## config.mk

```make
export PLATFORM = sky130hd
export DESIGN_NAME = product_accumulator
export DESIGN_NICKNAME = d
export VERILOG_FILES = /design/src/rtl/product_accumulator.sv
export SDC_FILE = /design/constraint.sdc
export NUM_CORES = 1
export LEC_CHECK = 0
export BUFFER_PORTS_ARGS = -buffer_cell sky130_fd_sc_hd__clkbuf_2
export CAP_MARGIN = 20
export CELL_PAD_IN_SITES_DETAIL_PLACEMENT = 0
export CELL_PAD_IN_SITES_GLOBAL_PLACEMENT = 1
export CORE_MARGIN = 2
export CORE_UTILIZATION = 36
export DETAILED_ROUTE_END_ITERATION = 10
export GPL_TIMING_DRIVEN = 0
export PLACE_DENSITY = 0.83
export SLEW_MARGIN = 20
export SYNTH_ARGS = -nofsm -noshare
export SYNTH_HDL_FRONTEND = slang
export SYNTH_SLANG_ARGS = --single-unit
```

## constraint.sdc

```tcl
create_clock -name clk -period 2.3 [get_ports clk]
set_input_delay 0.115 -clock clk [delete_from_list [all_inputs] [get_ports clk]]
set_output_delay 0.115 -clock clk [all_outputs]
set_load 0.05 [all_outputs]
```

## src/rtl/product_accumulator.sv

```systemverilog
// Accumulates a burst of unsigned multiplier products and presents sum, count and overflow.
// Optional build macro PRODUCT_ACCUMULATOR_SATURATE_EN clamps the sum instead of wrapping.
module product_accumulator #(
  parameter int PROD_W    = 8,
  parameter int ACC_W     = 16,
  parameter int MAX_COUNT = 16,
  localparam int CNT_W    = $clog2(MAX_COUNT + 1)
) (
  input  logic              clk,
  input  logic              rst_n,
  input  logic              in_valid,
  output logic              in_ready,
  input  logic [PROD_W-1:0] in_prod,
  input  logic              in_last,
  input  logic              clear,
  output logic              out_valid,
  input  logic              out_ready,
  output logic [ACC_W-1:0]  out_sum,
  output logic [CNT_W-1:0]  out_count,
  output logic              out_overflow
);

  typedef enum logic [1:0] {IDLE, ACCUM, HOLD} state_t;

  state_t             state_reg, state_next;
  logic [ACC_W-1:0]   acc_reg, acc_next;
  logic [CNT_W-1:0]   count_reg, count_next;
  logic               ovf_reg, ovf_next;

  logic [ACC_W:0]     sum_wide;
  logic [CNT_W-1:0]   count_inc;
  logic               carry;
  logic               accept;

  assign in_ready     = (state_reg != HOLD);
  assign out_valid    = (state_reg == HOLD);
  assign out_sum      = acc_reg;
  assign out_count    = count_reg;
  assign out_overflow = ovf_reg;

  assign accept    = in_valid && in_ready;
  assign sum_wide  = {1'b0, acc_reg} + (ACC_W + 1)'(in_prod);
  assign carry     = sum_wide[ACC_W];
  assign count_inc = count_reg + CNT_W'(1);

  always_ff @(posedge clk or negedge rst_n) begin
    if (!rst_n) begin
      state_reg <= IDLE;
      acc_reg   <= '0;
      count_reg <= '0;
      ovf_reg   <= 1'b0;
    end else begin
      state_reg <= state_next;
      acc_reg   <= acc_next;
      count_reg <= count_next;
      ovf_reg   <= ovf_next;
    end
  end

  always_comb begin
    state_next = state_reg;
    acc_next   = acc_reg;
    count_next = count_reg;
    ovf_next   = ovf_reg;
    case (state_reg)
      IDLE: begin
        // clear wins over a simultaneous accept; that product is dropped
        if (clear) begin
          acc_next   = '0;
          count_next = '0;
          ovf_next   = 1'b0;
        end else if (accept) begin
          acc_next   = ACC_W'(in_prod);
          count_next = CNT_W'(1);
          ovf_next   = 1'b0;
          state_next = (in_last || (CNT_W'(1) == CNT_W'(MAX_COUNT))) ? HOLD : ACCUM;
        end
      end
      ACCUM: begin
        if (clear) begin
          acc_next   = '0;
          count_next = '0;
          ovf_next   = 1'b0;
          state_next = IDLE;
        end else if (accept) begin
          ovf_next   = ovf_reg | carry;
`ifdef PRODUCT_ACCUMULATOR_SATURATE_EN
          acc_next   = (carry || ovf_reg) ? {ACC_W{1'b1}} : sum_wide[ACC_W-1:0];
`else
          acc_next   = sum_wide[ACC_W-1:0];
`endif
          count_next = count_inc;
          if (in_last || (count_inc == CNT_W'(MAX_COUNT)))
            state_next = HOLD;
        end
      end
      HOLD: begin
        // result stays frozen until taken; clear is ignored here
        if (out_ready) begin
          acc_next   = '0;
          count_next = '0;
          ovf_next   = 1'b0;
          state_next = IDLE;
        end
      end
      default: begin
        state_next = IDLE;
        acc_next   = '0;
        count_next = '0;
        ovf_next   = 1'b0;
      end
    endcase
  end

endmodule

```

==> metrics.md <==
| Metric | Value |
|---|---|
| Final Cell Area | roughly 2000 µm² |
| Worst skew pair latency | 0.27 ns |
| Cells after Synth | 190 |
| Via density | 5.49 |
| Finished Core Util | 45.4% |
| Die Y | 72.1 µm |
| Setup Viol. Count Final | 0 |
| Syn_nets | around 220 |
| Rows | 24 |
| Req. time, crit path | 2.44 ns |
| WHS | 0.130 ns |
| H-tree levels | 1 |
| Worst-path fanout max | 9 |
| Area after DPL | 1920 µm² |
| Synth warn | 0 |
| RSZ-0062 raised after global routing | false |
| Hold violation count in the final report | 0 |
| Clock tree sinks | 24 |
| Clock skew | 0.00902 ns |
| FILL cells | 440 |
| Final setup margin | 0.130 ns |
| CP Cell Sequence | ha_1, fa_1, a21o_1, a21oi_2, o21ai_1, a21oi_2, buf_4, nor3b_1, a2bb2oi_1 |
| Detailed Place HPWL | 3110 µm |
| CTS Buffer Depth | 2 |
| DR top layer | met4 |
| DIE AREA | 5190 µm² |
| Core Area | 4410 µm² |
| Metal2 WL | 1940 µm |
| CTS tree | yes |
| I/O pin count | 38 |
| EDFF count, synth | 0 |
| Largest register FFs | 16 |
| Vias in the first global route | 1,429 |
| Slew headroom | 58.6% |
| Final Slew Violations | 0 |
| Initial drt markers | 119 |
| Pre-antenna DRT Iters | 4 |
| M1 WL | 2080 µm |
| Layout net count | approximately 260 |
| First-pass GRT wire length | 6870 µm |
| Synth unique cells | 48 |
| CP endpoint kind | register |
| CTS buffer count | 3 |
| Commonest cells after routing, fill and taps aside | 37 x clkbuf_2, 24 x nand2_1, 23 x dfrtp_1, 18 x nor2_1, 17 x a21oi_1 |
| Max VDD drop | 0.531 mV |
| GRT Resource Usage Total | 16.7% |
| Mapped Avg Cell Area | 8.78 µm² |
| #FFs+latches synth | 24 |
| Wire length per cell | 14.7 µm |
| Final wirelength | 4190 µm |
| Peak Freq | 0.461 GHz |
| Worst hold path cell count | 3 |
| Syn-to-layout area delta | 20.0% |
| Initial Util | 37.8% |
| Setup TNS | 0 ns |
| Grt ovf | 0 |
| Initial antenna violation count | 0 |
| Sequential standard cell area | 602 µm² |
| Hold Path Class | primary input to register |
| Prevailing post-synth register cell | dfrtp_1 |
| Leak | 0.965 nW |
| Residual DRC | 0 |
| Number of I/O port buffers | 37 |
| # diodes | 0 |
| Final period utilization | 94.3% |
| Root Buffer | clkbuf_8 |
| Max incr delay on CP | approximately 0.44 ns |
| Multi-input logic area | a little over 1000 µm² |
| Layout cell share with drive strength beyond 1 | 24.5% |
| Arr. time, crit path | 2.31 ns |
| R2R Setup Slk | between 0.1 and 0.15 ns |
| Largest net degree at the start of global routing | 25 |
| Synth Cell Area | 1670 µm² |
| R2R cell count | 9 |
| CTS clk-pin slew, worst paths | 0.09 ns |
| Register area share after synthesis | around 36% |
| Startpoint types | register |
| Antenna Nets Post-Route | 0 |
| Total Power | 2.12 mW |
| Number of cells after detailed placement | between 200 and 300 |
| WS Path Type | register to register |
| Slowest-stage cell, CP | fa_1 |
| Commonest non-fill, non-tap cell in the layout | clkbuf_2 |
| Pre-CTS setup slack | -0.0304 ns |
| Final min period | 2.17 ns |
| MaxCap Viol Count | 0 |
| Status | finished, final reports clean |
| Worst Tran Pin Value | just over 0.6 ns |
| Routed vias | 1,566 |
| Most frequent CP cell | a21oi_2 |
| Wire length on met3 | 153 µm |
| Fin cells | 285 |
| Gpl congestion | 0.779 |
| Power per Cell Area | 1060 nW/µm² |
| Post-synth ARST share | 100% |
| Die W | 72.1 µm |
-- worst max-delay path: cells and delay by family, from the launching register on --
family                   cells  cell delay (ns)
buffers and inverters        1             0.16
AO/OA/AOI/OAI                5             0.75
flip-flops                   1             0.42
adder cells (fa/ha/maj)      2             0.65
AND/OR/NAND/NOR              1             0.06
-- cell families (layout without fill, tap and decap cells) --
kind of cell | Yosys count | after routing | share of synthesized area (%)
buffers and inverters | 9 | 52 | 2.70
XOR/XNOR | 8 | 8 | 4.20
adder cells (fa/ha/maj) | 11 | 11 | 8.70
flip-flops | 24 | 24 | 36.0
multiplexers | 3 | 3 | 1.80
AND/OR/NAND/NOR | 75 | 75 | 23.6
AO/OA/AOI/OAI | 60 | 60 | 23.0
-- layer usage --
metal  track usage, %  vias to the layer above
li1                 -                      781
met1             23.6                      749
met2             26.8                       32
met3             3.33                        4
met4             3.14                        0
met5                0                        -
-- report_power, final --
group / switching (mW) / internal [mW] / leakage, nW
Clock: 0.146 / 0.153 / 0.0288
Combinational: 0.836 / 0.401 / 0.613
Sequential: 0.0837 / 0.502 / 0.323
-- path summary, 6_finish.rpt --
path                                     end        from
worst max-delay path            out_overflow  out_sum[0]
worst min-delay path              out_sum[5]  in_prod[5]
worst max register to register  out_overflow  out_sum[0]
worst min register to register    out_sum[0]  out_sum[0]
max in group asynchronous         out_sum[0]       rst_n
min in group asynchronous       out_count[2]       rst_n
-- final cells by class --
class	instances	area share, %
Tap cell	52	3.25
Timing Repair Buffer	39	10.1
Buffer	6	1.69
Sequential cell	24	30.1
Multi-Input combinational cell	157	51.6
Inverter	3	0.563
Clock buffer	4	2.75
-- repair_timing --
item / 4_1_cts / 5_1_grt
hold buffers: 1 / 0
setup endpoints to repair: 5 / 5
buffers inserted: 1 / 0
resized for setup: 0 / 2
endpoints found under the hold margin: 24 / 0
pin swaps: 1 / 0
-- cell usage after synthesis (2+ instances only) --
master	n	area, µm²
clkbuf_1	2	7.51
ha_1	10	125
o221ai_1	2	17.5
a211oi_1	2	15.0
o21ai_1	7	35.0
xnor2_1	7	61.3
mux2i_1	3	30.0
dfrtp_1	24	601
or4_1	3	22.5
nand2b_1	2	12.5
nor2_2	2	12.5
inv_1	2	7.51
a21boi_1	2	15.0
nor2_1	18	67.6
or2_1	2	12.5
a21o_1	7	52.6
nand2_1	24	90.1
a221oi_1	3	26.3
nand3_1	9	45.0
o31ai_1	3	22.5
o21ai_0	7	35.0
buf_2	3	15.0
a21oi_1	18	90.1
nor3_1	4	20.0
Power figures use the tool's default switching activity.
